==> config.mk <==
export PLATFORM = sky130hd
export DESIGN_NAME = audio_pcm_fifo_wb
export DESIGN_NICKNAME = d
export VERILOG_FILES = /design/src/rtl/audio_pcm_fifo_wb.sv
export SDC_FILE = /design/constraint.sdc
export NUM_CORES = 2
export LEC_CHECK = 0
export BUFFER_PORTS_ARGS = -buffer_cell sky130_fd_sc_hd__buf_2
export CAP_MARGIN = 30
export CORE_MARGIN = 5
export CORE_UTILIZATION = 55
export CTS_BUF_LIST = sky130_fd_sc_hd__clkbuf_8
export CTS_CLUSTER_DIAMETER = 80
export CTS_CLUSTER_SIZE = 25
export DETAILED_ROUTE_END_ITERATION = 8
export PLACE_DENSITY = 0.71
export SYNTH_ARGS = -nofsm -noshare
export SYNTH_HDL_FRONTEND = slang
export SYNTH_SLANG_ARGS = --single-unit
==> constraint.sdc <==
create_clock -name clk -period 3.8 [get_ports clk]
set_clock_uncertainty 0.15 [all_clocks]
set_input_delay 0.57 -clock clk [delete_from_list [all_inputs] [get_ports clk]]
set_output_delay 0.57 -clock clk [all_outputs]
set_load 0.02 [all_outputs]
==> src/rtl/audio_pcm_fifo_wb.sv <==
// Wishbone-classic PCM sink: CPU writes stereo pairs into a FIFO, a tick pacer
// pops one pair per sample period onto a strobed parallel PCM port.
module audio_pcm_fifo_wb #(
   parameter int DEPTH            = 64,
   parameter int TICKS_PER_SAMPLE = 680,
   parameter int START_LEVEL      = 40
) (
   input  logic        clk,
   input  logic        resetn,
   input  logic        wb_cyc,
   input  logic        wb_stb,
   input  logic        wb_we,
   input  logic [3:0]  wb_adr,
   input  logic [31:0] wb_dat_i,
   input  logic [3:0]  wb_sel,
   output logic [31:0] wb_dat_o,
   output logic        wb_ack,
   output logic        pcm_valid,
   output logic [15:0] pcm_left,
   output logic [15:0] pcm_right,
   output logic        underrun
);

   localparam int AW = $clog2(DEPTH);
   localparam int FW = AW + 1;
   localparam int TW = (TICKS_PER_SAMPLE > 1) ? $clog2(TICKS_PER_SAMPLE) : 1;
   localparam logic [FW-1:0] FILL_FULL  = FW'(DEPTH);
   localparam logic [FW-1:0] FILL_START = FW'(START_LEVEL);
   localparam logic [TW-1:0] TICK_LAST  = TW'(TICKS_PER_SAMPLE - 1);

   // Word addresses (byte offset / 4)
   localparam logic [3:0] ADR_LEFT   = 4'h4;
   localparam logic [3:0] ADR_RIGHT  = 4'h8;
   localparam logic [3:0] ADR_STATUS = 4'h9;
   localparam logic [3:0] ADR_UNDER  = 4'hA;
   localparam logic [3:0] ADR_CTRL   = 4'hB;

   typedef enum logic {ST_PREFILL, ST_PLAY} state_t;

   state_t         state_q, state_d;
   logic [TW-1:0]  tick_q, tick_d;
   logic [AW-1:0]  wr_ptr_q, wr_ptr_d;
   logic [AW-1:0]  rd_ptr_q, rd_ptr_d;
   logic [FW-1:0]  fill_q, fill_d;
   logic [15:0]    stage_q, stage_d;
   logic [15:0]    under_cnt_q, under_cnt_d;
   logic           req_q, req_d;
   logic           ack_q, ack_d;
   logic [31:0]    dat_q, dat_d;
   logic           pcm_valid_q, pcm_valid_d;
   logic [15:0]    pcm_left_q, pcm_left_d;
   logic [15:0]    pcm_right_q, pcm_right_d;
   logic           underrun_q, underrun_d;

   logic [31:0]    mem [DEPTH];
   logic [31:0]    head_word;
   logic [31:0]    rd_data;

   logic req, wr, rd, full, empty, stall, push, flush, slot, pop;
   logic unused_bits;

   assign unused_bits = ^{wb_sel, wb_dat_i[31:16]};

   assign req   = wb_cyc && wb_stb;
   assign wr    = req && wb_we;
   assign rd    = req && !wb_we;
   assign full  = (fill_q == FILL_FULL);
   assign empty = (fill_q == '0);
   assign stall = wr && (wb_adr == ADR_RIGHT) && full;
   assign push  = wr && (wb_adr == ADR_RIGHT) && !full;
   assign flush = wr && (wb_adr == ADR_CTRL) && wb_dat_i[0];
   assign slot  = (state_q == ST_PLAY) && (tick_q == TICK_LAST) && !flush;
   assign pop   = slot && !empty;

   // Write ack is combinational; read ack lands in the second strobe cycle.
   assign wb_ack = resetn && ((wr && !stall) || (rd && req_q && !ack_q));

   assign head_word = mem[rd_ptr_q];

   always_comb begin
      rd_data = 32'd0;
      case (wb_adr)
         ADR_STATUS: rd_data = {13'd0, state_q == ST_PLAY, empty, full, 16'(fill_q)};
         ADR_UNDER:  rd_data = {16'd0, under_cnt_q};
         default:    rd_data = 32'd0;
      endcase
   end

   always_comb begin
      state_d     = state_q;
      tick_d      = tick_q;
      wr_ptr_d    = wr_ptr_q;
      rd_ptr_d    = rd_ptr_q;
      fill_d      = fill_q;
      stage_d     = stage_q;
      under_cnt_d = under_cnt_q;
      req_d       = req;
      ack_d       = wb_ack;
      dat_d       = dat_q;
      pcm_valid_d = 1'b0;
      pcm_left_d  = pcm_left_q;
      pcm_right_d = pcm_right_q;
      underrun_d  = 1'b0;

      // Capture read data on the first cycle of each strobe
      if (rd && !(req_q && !ack_q))
         dat_d = rd_data;

      if (wr && (wb_adr == ADR_LEFT))
         stage_d = wb_dat_i[15:0];

      if (push)
         wr_ptr_d = wr_ptr_q + 1'b1;
      if (pop)
         rd_ptr_d = rd_ptr_q + 1'b1;
      if (push && !pop)
         fill_d = fill_q + 1'b1;
      else if (pop && !push)
         fill_d = fill_q - 1'b1;

      case (state_q)
         ST_PREFILL: begin
            tick_d = '0;
            if (fill_q > FILL_START)
               state_d = ST_PLAY;
         end
         default: begin
            if (tick_q == TICK_LAST) begin
               tick_d = '0;
               if (slot && empty)
                  state_d = ST_PREFILL;
            end else begin
               tick_d = tick_q + 1'b1;
            end
         end
      endcase

      if (pop) begin
         pcm_valid_d = 1'b1;
         pcm_left_d  = head_word[31:16];
         pcm_right_d = head_word[15:0];
      end else if (slot) begin
         pcm_valid_d = 1'b1;
         pcm_left_d  = 16'd0;
         pcm_right_d = 16'd0;
         underrun_d  = 1'b1;
         if (under_cnt_q != 16'hFFFF)
            under_cnt_d = under_cnt_q + 1'b1;
      end

      if (wr && (wb_adr == ADR_UNDER))
         under_cnt_d = 16'd0;

      // Flush leaves the PCM outputs and underrun count alone
      if (flush) begin
         wr_ptr_d = '0;
         rd_ptr_d = '0;
         fill_d   = '0;
         stage_d  = 16'd0;
         tick_d   = '0;
         state_d  = ST_PREFILL;
      end
   end

   always_ff @(posedge clk or negedge resetn) begin
      if (!resetn) begin
         state_q     <= ST_PREFILL;
         tick_q      <= '0;
         wr_ptr_q    <= '0;
         rd_ptr_q    <= '0;
         fill_q      <= '0;
         stage_q     <= 16'd0;
         under_cnt_q <= 16'd0;
         req_q       <= 1'b0;
         ack_q       <= 1'b0;
         dat_q       <= 32'd0;
         pcm_valid_q <= 1'b0;
         pcm_left_q  <= 16'd0;
         pcm_right_q <= 16'd0;
         underrun_q  <= 1'b0;
      end else begin
         state_q     <= state_d;
         tick_q      <= tick_d;
         wr_ptr_q    <= wr_ptr_d;
         rd_ptr_q    <= rd_ptr_d;
         fill_q      <= fill_d;
         stage_q     <= stage_d;
         under_cnt_q <= under_cnt_d;
         req_q       <= req_d;
         ack_q       <= ack_d;
         dat_q       <= dat_d;
         pcm_valid_q <= pcm_valid_d;
         pcm_left_q  <= pcm_left_d;
         pcm_right_q <= pcm_right_d;
         underrun_q  <= underrun_d;
      end
   end

   // Sample storage carries no reset; the pointers define what is valid
   always_ff @(posedge clk) begin
      if (push)
         mem[wr_ptr_q] <= {stage_q, wb_dat_i[15:0]};
   end

   assign wb_dat_o  = dat_q;
   assign pcm_valid = pcm_valid_q;
   assign pcm_left  = pcm_left_q;
   assign pcm_right = pcm_right_q;
   assign underrun  = underrun_q;

endmodule
==> qor.csv <==
stage,metric,value,unit
synthesis,Syn Area/Cell,20.3,sq um
critical_path,Reg2Reg Launch Point,tick_q[0]$_DFF_PN0_,
global_routing,grt total ovfl,0,
power,Flop pwr share,69.5,%
sta,Hold WS,0.0831,ns
drt,vias,43500,
synthesis,cell area after synthesis,0.0839,sq mm
critical_path,Critical Path Source Type,register,
synthesis,Synth area leader,edfxtp_1,
clocking,hold_buf cts,12,
die,# IOs,112,
critical_path,reg2reg setup slack,0.38,ns
synthesis,Synth area leaders,"edfxtp_1 (73%), mux4_2 (10%), mux2i_1 (4.3%)",
clocking,CTS tree,yes,
worst_hold_path,Hold Startpoint,wb_dat_i[7],
critical_path,reg2reg path depth,13,
power,worst vdd ir,0.283,mV
die,core area,0.152,sq mm
sta,"Slew Viols, Final",0,
synthesis,synth unique cells,72,
sta,final hold vios,0,
critical_path,Critical Path Sink Type,register,
sta,Max-Slew Margin vs Limit,32.6,%
drt,post-DR vias/cell,6.64,
critical_path,crit path max fanout,8,
place,Place WS,0.0987,ns
sta,post-route worst setup slack,0.383,ns
critical_path,WP data arrival,4.04,ns
clocking,"Reg clk slew, reported paths",0.14,ns
clocking,CTS Buffer Depth,3,
synthesis,Yosys Warn Count,0,
clocking,post-CTS sizing,0,
drt,WL final,222,mm
synthesis,Post-synth EDFFs,2048,
synthesis,sequential-to-total area share from yosys stat,76.8,%
synthesis,"count leader, synth",edfxtp_1,
sta,post-layout min period,3.42,ns
final_layout,Nets,4493,
synthesis,Async SR Flop Fraction,5.40,%
die,Die Area,0.160,sq mm
final_layout,Final Non-Filler Cells,6545,
worst_hold_path,Hold Path End,mem[21][7]$_DFFE_PP_,
power,Switching Fraction,21.8,%
place,Cells after DPL,6343,
drt,Initial DRT Pass Iterations,6,
drt,Final ANT Viol Nets,0,
critical_path,Setup crit start,tick_q[0]$_DFF_PN0_,
sta,RSZ-0062 raised after global routing,no,
place,gpl congestion,0.852,
die,Rows,143,
power,Pwr Density,418,mW/mm^2
clocking,Clock Latency Late Sink,0.95,ns
power,Comb pwr share,3.7,%
die,Die Wd,401,microns
place,IO buf count,78,
synthesis,post-synth top area share,73.3,%
clocking,CTS Buf Count,104,
synthesis,"flops & latches, synth",2165,
drt,Remaining DRCs,0,
global_routing,gr usage total,27.6,%
global_routing,global-route wire length before repair,317,mm
clocking,postcts setup bufs,0,
global_routing,vias in the first global route,42500,
power,clock network fraction of total power,26.8,%
critical_path,worst endpoint required time,4.42,ns
worst_hold_path,Hold Path Class,input pin to register,
power,Leak Pwr,28.3,nW
synthesis,Synth top cells by count,"edfxtp_1 (2048), mux4_2 (385), mux2i_1 (359)",
final_layout,area delta synth->final,9.80,%
die,Starting Density,55.2,%
final_layout,share of layout cells above drive strength 1,24.4,%
drt,DRT iter0 DRCs,6428,
critical_path,reg2reg end,fill_q[6]$_DFFE_PN0P_,
sta,Fmax,293,MHz
power,Int Pwr,30.1,mW
synthesis,Syn Inst Count,4136,
clocking,CTS Sinks,2165,
sta,final setup vio count,0,
worst_hold_path,Hold Crit Depth,1,
die,chip height,401,microns
sta,Slew @ Worst Pin,1.01,ns
global_routing,initial antenna violation count,14,
critical_path,WS Path Type,register to register,
clocking,H-tree depth,3,
sta,setup TNS,0,ns
synthesis,"Primary FF master, synth",edfxtp_1,
clocking,clock root cell,clkbuf_8,
sta,final critical-path share of the clock period,89.9,%
flow_run,Max-Cap Viols,0,
power,Switching Power,8.40,mW
run_status,outcome,finished clean,
drt,per-cell routed wire length,34.0,microns
global_routing,largest net degree at the start of global routing,118,
place,DP Wirelength,136,mm
==> flip-flops by register name, summed over array words and instances, names as in the netlist <==
signal       cells
pcm_valid        1
pcm_right       16
state_q          1
ack_q            1
wb_dat_o        19
fill_q           7
req_q            1
underrun         1
under_cnt_q     16
mem           2048
pcm_left        16
stage_q         16
wr_ptr_q         6
rd_ptr_q         6
tick_q          10
==> metal layers <==
layer / routed length [microns] / global-route usage, % / vias to the layer above
li1: - / - / 17500
met1: 84200 / 40.0 / 22900
met2: 103000 / 42.3 / 2633
met3: 26700 / 6.72 / 391
met4: 8190 / 8.36 / 0
met5: 0 / 0 / -
==> layout by cell type, fill, tap and decap left out, types with 11 or more instances in the layout <==
| cell type | instances |
|---|---|
| edfxtp_1 | 2048 |
| mux4_2 | 385 |
| mux2i_1 | 359 |
| buf_4 | 252 |
| nand2_1 | 127 |
| clkbuf_8 | 108 |
| dfrtp_1 | 96 |
| nor2_1 | 85 |
| a22oi_1 | 81 |
| buf_12 | 81 |
| buf_2 | 78 |
| nand3_1 | 74 |
| nor2_4 | 65 |
| a21oi_1 | 61 |
| o21ai_0 | 56 |
| inv_1 | 42 |
| mux2_2 | 37 |
| a221oi_1 | 37 |
| o22ai_1 | 24 |
| xor2_1 | 21 |
| nor2b_1 | 21 |
| a31oi_1 | 21 |
| nand4_1 | 19 |
| dfrtp_2 | 17 |
| o221ai_1 | 14 |
| a22o_1 | 14 |
| dlygate4sd3_1 | 14 |
| o2111ai_1 | 13 |
| conb_1 | 13 |
| nor3_1 | 12 |
| a211oi_1 | 12 |
| diode_2 | 11 |
==> stage by stage <==
step                      area (sq um)  util (%)  total power [mW]
final                            92100      60.7              38.5
after global placement           89500      58.9              28.5
after CTS                        92000      60.6              38.6
after detailed placement         89800      59.1              28.6
after global routing             92100      60.6              39.6
after floorplan                  84000         -              27.7
==> worst max-delay path, cell delays in order (launching register included) <==
cell	delay, ns
dfrtp_1	0.40
ha_1	0.25
nand3_1	0.13
or4_1	0.48
o311ai_1	0.30
buf_4	0.20
inv_1	0.08
fa_1	0.41
nor2b_1	0.14
o21ai_0	0.11
a21oi_1	0.21
nor2_1	0.10
a211oi_1	0.26
a31oi_1	0.06
==> area by class of cell <==
cell class | instances | area [sq um]
sequential | 2165 | 64500
fill | 10500 | 59800
multi-input combinational | 1719 | 18800
timing repair buffer | 429 | 4110
tap | 2030 | 2540
clock buffer | 108 | 1490
clock inverter | 65 | 629
inverter | 18 | 70.1
antenna | 11 | 27.5
==> how the worst max path moves through the flow <==
stage	to
global placement	mem[34][10]$_DFFE_PP_
floorplan	mem[63][0]$_DFFE_PP_
detailed placement	mem[34][14]$_DFFE_PP_
global route	fill_q[6]$_DFFE_PN0P_
CTS	fill_q[6]$_DFFE_PN0P_
finish	fill_q[6]$_DFFE_PN0P_
==> logic make-up after synthesis <==
logic type,synth area share [%]
buf+inv,1.49
simple gates,2.67
flops,76.8
mux,15.1
fa+ha+maj,0.173
compound gates,3.46
other cells,0.00447
xor+xnor,0.313
==> power groups by stage <==
stage / Sequential (mW) / Combinational (mW) / Clock, mW
after floorplan: 27.2 / 0.421 / 0
after global routing: 26.7 / 1.51 / 11.3
final: 26.7 / 1.44 / 10.3
after global placement: 27.4 / 1.13 / 0
after detailed placement: 27.3 / 1.37 / 0
after CTS: 26.7 / 1.38 / 10.4
No activity file was read; power rests on OpenSTA's default activity.
